## config.mk

```make
export PLATFORM = sky130hd
export DESIGN_NAME = exec_unit_mc_flat
export DESIGN_NICKNAME = d
export VERILOG_FILES = /design/src/rtl/exec_unit_mc_if.sv /design/src/rtl/exec_unit_mc.sv /design/src/flat_wrapper.sv
export SDC_FILE = /design/constraint.sdc
export NUM_CORES = 1
export LEC_CHECK = 0
export ABC_AREA = 1
export ABC_CLOCK_PERIOD_IN_PS = 2500
export CAP_MARGIN = 25
export CORE_MARGIN = 4
export CORE_UTILIZATION = 54
export DETAILED_ROUTE_END_ITERATION = 6
export PLACE_DENSITY = 0.78
export SYNTH_ARGS = -nofsm -noshare
export SYNTH_HDL_FRONTEND = slang
export SYNTH_SLANG_ARGS = --single-unit
```

## constraint.sdc

```tcl
create_clock -name clk -period 2.5 [get_ports clk]
set_input_delay 0.5 -clock clk [delete_from_list [all_inputs] [get_ports clk]]
set_output_delay 0.5 -clock clk [all_outputs]
set_load 0.05 [all_outputs]
```

## src/rtl/exec_unit_mc_if.sv

```systemverilog
// Instruction/result bundle between the front end and exec_unit_mc.
// Master issues opcode/operand, slave returns O, handshake and flags.
interface exec_unit_mc_if #(
   parameter int IN_W  = 4,
   parameter int OUT_W = 8
);
   logic              start;
   logic [3:0]        opcode;
   logic [2*IN_W-1:0] operand;
   logic [OUT_W-1:0]  cpu_out;
   logic              busy;
   logic              done;
   logic              skip;
   logic              zero_flag;
   logic              carry_flag;

   modport master (
      output start, opcode, operand,
      input  cpu_out, busy, done, skip, zero_flag, carry_flag
   );

   modport slave (
      input  start, opcode, operand,
      output cpu_out, busy, done, skip, zero_flag, carry_flag
   );
endinterface

```

## src/rtl/exec_unit_mc.sv

```systemverilog
// Multi-cycle execution unit: ALU, ACC/O registers, flags, shift-add MUL/MAC.
// EXEC_UNIT_MUL_EN builds the multiplier; without it opcodes 11/12 are NOPs.
module exec_unit_mc #(
   parameter int IN_W  = 4,
   parameter int OUT_W = 8
) (
   input  logic          clk,
   input  logic          reset,
   exec_unit_mc_if.slave eu
);
   if (OUT_W < 2*IN_W || IN_W < 2) begin : g_bad_cfg
      $error("exec_unit_mc: need IN_W >= 2 and OUT_W >= 2*IN_W");
   end

   localparam logic [3:0] OP_LDA = 4'd1;
   localparam logic [3:0] OP_LDB = 4'd2;
   localparam logic [3:0] OP_ADD = 4'd3;
   localparam logic [3:0] OP_SUB = 4'd4;
   localparam logic [3:0] OP_AND = 4'd5;
   localparam logic [3:0] OP_OR  = 4'd6;
   localparam logic [3:0] OP_XOR = 4'd7;
   localparam logic [3:0] OP_INV = 4'd8;
   localparam logic [3:0] OP_LSH = 4'd9;
   localparam logic [3:0] OP_RSH = 4'd10;
   localparam logic [3:0] OP_MUL = 4'd11;
   localparam logic [3:0] OP_MAC = 4'd12;
   localparam logic [3:0] OP_LDO = 4'd13;
   localparam logic [3:0] OP_CLR = 4'd14;
   localparam logic [3:0] OP_SNZ = 4'd15;

   logic [IN_W-1:0]  a_q, a_d, b_q, b_d;
   logic [OUT_W-1:0] acc_q, acc_d, o_q, o_d;
   logic [OUT_W-1:0] a_x, b_x;
   logic             done_q, done_d, skip_q, skip_d;
   logic             z_q, z_d, c_q, c_d;
   logic             flag_wr, accept, busy;

`ifdef EXEC_UNIT_MUL_EN
   localparam int CW = $clog2(IN_W);
   typedef enum logic [1:0] {IDLE, MUL_ITER, MAC_ACC} state_e;
   state_e           state_q, state_d;
   logic [CW-1:0]    cnt_q, cnt_d;
   logic [OUT_W-1:0] mcand_q, mcand_d, prod_q, prod_d, prod_n;
   logic [IN_W-1:0]  mplier_q, mplier_d;
   logic             mac_q, mac_d;
   logic [OUT_W:0]   sum;

   assign busy = (state_q != IDLE);
`else
   assign busy = 1'b0;
`endif

   assign accept = eu.start & ~busy;
   assign a_x    = OUT_W'(a_q);
   assign b_x    = OUT_W'(b_q);

   always_comb begin
      a_d     = a_q;
      b_d     = b_q;
      acc_d   = acc_q;
      o_d     = o_q;
      z_d     = z_q;
      c_d     = c_q;
      done_d  = 1'b0;
      skip_d  = 1'b0;
      flag_wr = 1'b0;
`ifdef EXEC_UNIT_MUL_EN
      state_d  = state_q;
      cnt_d    = cnt_q;
      mcand_d  = mcand_q;
      mplier_d = mplier_q;
      prod_d   = prod_q;
      prod_n   = prod_q;
      mac_d    = mac_q;
      sum      = '0;
`endif
      if (accept) begin
         done_d = 1'b1;
         unique case (eu.opcode)
            OP_LDA: a_d = eu.operand[2*IN_W-1:IN_W];
            OP_LDB: b_d = eu.operand[IN_W-1:0];
            OP_ADD: begin acc_d = a_x + b_x; c_d = 1'b0; flag_wr = 1'b1; end
            OP_SUB: begin acc_d = a_x - b_x; c_d = (a_q < b_q); flag_wr = 1'b1; end
            OP_AND: begin acc_d = a_x & b_x; c_d = 1'b0; flag_wr = 1'b1; end
            OP_OR:  begin acc_d = a_x | b_x; c_d = 1'b0; flag_wr = 1'b1; end
            OP_XOR: begin acc_d = a_x ^ b_x; c_d = 1'b0; flag_wr = 1'b1; end
            OP_INV: begin acc_d = ~acc_q; c_d = 1'b0; flag_wr = 1'b1; end
            OP_LSH: begin
               acc_d   = acc_q << 1;
               c_d     = acc_q[OUT_W-1];
               flag_wr = 1'b1;
            end
            OP_RSH: begin
               acc_d   = acc_q >> 1;
               c_d     = acc_q[0];
               flag_wr = 1'b1;
            end
`ifdef EXEC_UNIT_MUL_EN
            OP_MUL, OP_MAC: begin
               done_d   = 1'b0;
               mcand_d  = a_x;
               mplier_d = b_q;
               prod_d   = '0;
               cnt_d    = '0;
               mac_d    = (eu.opcode == OP_MAC);
               state_d  = MUL_ITER;
            end
`endif
            OP_LDO: o_d = acc_q;
            OP_CLR: begin acc_d = '0; c_d = 1'b0; flag_wr = 1'b1; end
            OP_SNZ: skip_d = |acc_q;
            default: ;
         endcase
      end
`ifdef EXEC_UNIT_MUL_EN
      unique case (state_q)
         MUL_ITER: begin
            prod_n   = mplier_q[0] ? prod_q + mcand_q : prod_q;
            prod_d   = prod_n;
            mcand_d  = mcand_q << 1;
            mplier_d = mplier_q >> 1;
            cnt_d    = cnt_q + 1'b1;
            if (cnt_q == CW'(IN_W-1)) begin
               if (mac_q) begin
                  state_d = MAC_ACC;
               end else begin
                  acc_d   = prod_n;
                  c_d     = 1'b0;
                  flag_wr = 1'b1;
                  done_d  = 1'b1;
                  state_d = IDLE;
               end
            end
         end
         MAC_ACC: begin
            sum     = {1'b0, acc_q} + {1'b0, prod_q};
            acc_d   = sum[OUT_W-1:0];
            c_d     = sum[OUT_W];
            flag_wr = 1'b1;
            done_d  = 1'b1;
            state_d = IDLE;
         end
         default: ;
      endcase
`endif
      if (flag_wr) z_d = (acc_d == '0);
   end

   always_ff @(posedge clk) begin
      if (reset) begin
         a_q    <= '0;
         b_q    <= '0;
         acc_q  <= '0;
         o_q    <= '0;
         z_q    <= 1'b1;
         c_q    <= 1'b0;
         done_q <= 1'b0;
         skip_q <= 1'b0;
`ifdef EXEC_UNIT_MUL_EN
         state_q  <= IDLE;
         cnt_q    <= '0;
         mcand_q  <= '0;
         mplier_q <= '0;
         prod_q   <= '0;
         mac_q    <= 1'b0;
`endif
      end else begin
         a_q    <= a_d;
         b_q    <= b_d;
         acc_q  <= acc_d;
         o_q    <= o_d;
         z_q    <= z_d;
         c_q    <= c_d;
         done_q <= done_d;
         skip_q <= skip_d;
`ifdef EXEC_UNIT_MUL_EN
         state_q  <= state_d;
         cnt_q    <= cnt_d;
         mcand_q  <= mcand_d;
         mplier_q <= mplier_d;
         prod_q   <= prod_d;
         mac_q    <= mac_d;
`endif
      end
   end

   assign eu.cpu_out    = o_q;
   assign eu.busy       = busy;
   assign eu.done       = done_q;
   assign eu.skip       = skip_q;
   assign eu.zero_flag  = z_q;
   assign eu.carry_flag = c_q;
endmodule

```

## src/flat_wrapper.sv

```systemverilog
// flat-port wrapper written by rule: the top's interface ports become plain ports
module exec_unit_mc_flat 
#(
   parameter int IN_W  = 4,
   parameter int OUT_W = 8
)
  (clk, reset, eu_start, eu_opcode, eu_operand, eu_cpu_out, eu_busy, eu_done, eu_skip, eu_zero_flag, eu_carry_flag);
  exec_unit_mc_if #(.IN_W(IN_W), .OUT_W(OUT_W)) eu_i ();
  input  logic clk;
  input  logic reset;
  input wire logic [$bits(eu_i.start)-1:0] eu_start;
  input wire logic [$bits(eu_i.opcode)-1:0] eu_opcode;
  input wire logic [$bits(eu_i.operand)-1:0] eu_operand;
  output wire logic [$bits(eu_i.cpu_out)-1:0] eu_cpu_out;
  output wire logic [$bits(eu_i.busy)-1:0] eu_busy;
  output wire logic [$bits(eu_i.done)-1:0] eu_done;
  output wire logic [$bits(eu_i.skip)-1:0] eu_skip;
  output wire logic [$bits(eu_i.zero_flag)-1:0] eu_zero_flag;
  output wire logic [$bits(eu_i.carry_flag)-1:0] eu_carry_flag;
  assign eu_i.start = eu_start;
  assign eu_i.opcode = eu_opcode;
  assign eu_i.operand = eu_operand;
  assign eu_cpu_out = eu_i.cpu_out;
  assign eu_busy = eu_i.busy;
  assign eu_done = eu_i.done;
  assign eu_skip = eu_i.skip;
  assign eu_zero_flag = eu_i.zero_flag;
  assign eu_carry_flag = eu_i.carry_flag;
  exec_unit_mc #(.IN_W(IN_W), .OUT_W(OUT_W)) u_core (.clk(clk), .reset(reset), .eu(eu_i));
endmodule
```

==> impl_metrics.csv <==
group,metric,value,unit
layout,area_delta_synth_final,20.4,%
floorplan,initial_core_util,58.6,%
clocking,cts.clk_slew.worst_paths,0.17,ns
route,wirelength,4720,um
route,wl_per_cell,12.9,um
route,drt_iter0_markers,169,
timing,finalSetupViolCount,0,
worst_hold_path,min_path_type,"reg2reg",
layout,fillCellCount,282,
pwr,fin_total_pwr,1010,uW
floorplan,die_y,66.5,um
pwr,powerDensity,455,nW/um2
layout,finish.net_count,353,
clocking,numCtsBuffers,3,
synthesis,seq_area_frac_synth,30.3,%
global_routing,grt_antenna_before_repair,0,
synthesis,synth.distinct_cells,24,
layout,antenna_cells,0,
floorplan,core_area,3150,um2
timing,fin_skew,0.0128,ns
critical_path,worstPathMaxFanout,4,
run_status,outcome,"completed",
synthesis,syn_avg_cell_area,6.29,um2
critical_path,end_kind,"register",
route,vias_per_cell,5.27,
route,dr.pass1.iters,5,
critical_path,critical_path_class,"reg2reg",
clocking,cts_resized,0,
timing,fin_setup_tns,0,ns
clocking,h-tree-depth,1,
place,placed_cell_area,2170,um2
clocking,post-cts-setup-buffer-count,0,
pwr,peakVddDrop,0.433,mV
timing,slew_violations,0,
synthesis,netlist_area,1850,um2
clocking,cts_root_buf,"clkbuf_4",
timing,hold_viol,0,
critical_path,required,2.81,ns
timing,period_share,81.6,%
global_routing,grt_pass1_vias,1774,
global_routing,grt_overflow,0,
synthesis,yosys_warnings,0,
place,io_buffers,26,
floorplan,num_rows,20,
clocking,ctsHoldBuffers,0,
floorplan,die_width,66.5,um
flow_run,drv_cap,0,
timing,fmax,490,MHz
timing,worst_pin_slew,0.499,ns
timing,final.min_clock_period,2.04,ns
global_routing,grt_max_degree,18,
floorplan,die_area,4420,um2
clocking,clock_latency,0.34,ns
pwr,p_leak,0.00107,uW
route,num_vias,1934,
timing,slew_headroom,66.6,%
layout,instances_no_fill,367,
place,place_inst,363,
timing,rsz0062_at_grt,"no",
clocking,clock-sinks,28,
clocking,cts_tree,"built",
critical_path,crit_path_start_kind,"register",
layout,stdcell_area,2220,um2
floorplan,num_io_pins,28,
route,ant_nets,0,
critical_path,crit_arrival,2.35,ns
synthesis,syn_inst,294,
layout,drive_gt1_share,4.95,%
place,gp_congestion,0.923,
synthesis,syn_nets,323,
synthesis,synth_seq_cells,28,
clocking,clk_path_buf_depth,2,
route,drc,0,
global_routing,grt.total_usage,23.3,%
place,hpwl,3660,um
global_routing,grt_pass1_wl,8050,um
## critical path: stages (launching register included)
cell	delay, ns
dfxtp_1	0.36
inv_1	0.07
ha_1	0.22
fa_1	0.39
nor2_1	0.15
nor2_1	0.06
nor2_1	0.08
nor2_1	0.06
nor2_2	0.16
nand2_1	0.08
nand2_1	0.08
nand2_1	0.06
nor2_1	0.10
nand3_1	0.08
nand2_1	0.06
## path summary, 6_finish.rpt
check / from / endpoint / slack (ns) / cells past startpoint
setup / recovery: u_core.a_q[0] / u_core.eu.zero_flag / 0.46 / 14
hold / removal: u_core.eu.zero_flag / u_core.eu.zero_flag / 0.51 / 2
setup reg to reg: u_core.a_q[0] / u_core.eu.zero_flag / 0.46 / 14
hold reg to reg: u_core.eu.zero_flag / u_core.eu.zero_flag / 0.51 / 2
## placed cells by master, fill, tap and decap left out
cell	count
nand2_2	1
a41oi_1	1
o21ai_0	23
bufinv_16	1
buf_4	7
nor2_2	2
a311oi_1	1
fa_1	2
clkbuf_4	3
nand4_1	1
o211ai_1	1
conb_1	1
nand3_1	22
nand2_1	79
nor3_1	1
clkdlybuf4s50_1	26
nand3_2	1
nor2_1	48
nand3b_1	4
a21oi_1	20
nor3_2	1
a21boi_0	1
ha_1	12
inv_1	36
dfxtp_1	28
## synth_stat cells
cell       n  share of area, %
o21ai_0   23               6.2
inv_1     36               7.3
a311oi_1   1              0.47
nand3_2    1              0.54
a21boi_0   1              0.41
ha_1      12               8.1
a21oi_1   20               5.4
fa_1       2               2.2
nand3b_1   4               1.6
nor2_1    48               9.7
a41oi_1    1              0.47
nand2_2    1              0.34
nor3_2     1              0.54
dfxtp_1   28                30
buf_2      2              0.54
nand2_1   79                16
conb_1     1              0.20
nor2_2     2              0.68
nor3_1     1              0.27
o211ai_1   1              0.41
clkbuf_1   3              0.61
nand4_1    1              0.34
nand3_1   22               6.0
buf_4      3               1.2
## metrics by stage
step                      setup WS, ns  utilization, %  hold slack (ns)
final                            0.460            70.6            0.509
after global routing             0.201            70.6            0.537
after CTS                        0.482            70.6            0.508
after detailed placement         0.244            68.9            0.466
after global placement           0.256            68.9            0.464
after floorplan                  0.726               -            0.467
## flip-flops by register name (all words and copies together) (netlist names)
signal	cells
u_core.eu.done	1
u_core.eu.skip	1
u_core.eu.cpu_out	8
u_core.b_q	4
u_core.eu.zero_flag	1
u_core.a_q	4
u_core.acc_q	8
u_core.eu.carry_flag	1
## power by group
part	internal [uW]	switching [uW]
logic	80.4	144
registers	467	14.1
clock network	162	145
total	709	303
## metal layers
metal / wire length, um / global-route usage (%)
met1: 2320 / 35.0
met2: 1980 / 35.7
met3: 379 / 3.71
met4: 45 / 3.55
met5: 0 / 0
## cell families (layout without fill, tap and decap cells)
| group | Yosys count | count (layout) | share of synthesized area, % |
|---|---|---|---|
| flops | 28 | 28 | 30.3 |
| other cells | 1 | 1 | 0.203 |
| fa+ha+maj | 14 | 14 | 10.3 |
| compound gates | 47 | 47 | 13.4 |
| buf+inv | 44 | 73 | 9.68 |
| simple gates | 160 | 160 | 36.1 |
## area by class of cell
class	instances	area [um2]	share of cell area, %
clock inverters	1	30.0	1.35
repair buffers	33	313	14.1
multi-input cells	222	1110	49.8
flip-flops and latches	28	561	25.2
clock buffers	3	22.5	1.01
inverters	36	135	6.07
well taps	44	55.1	2.47
No activity file was read; power rests on OpenSTA's default activity.
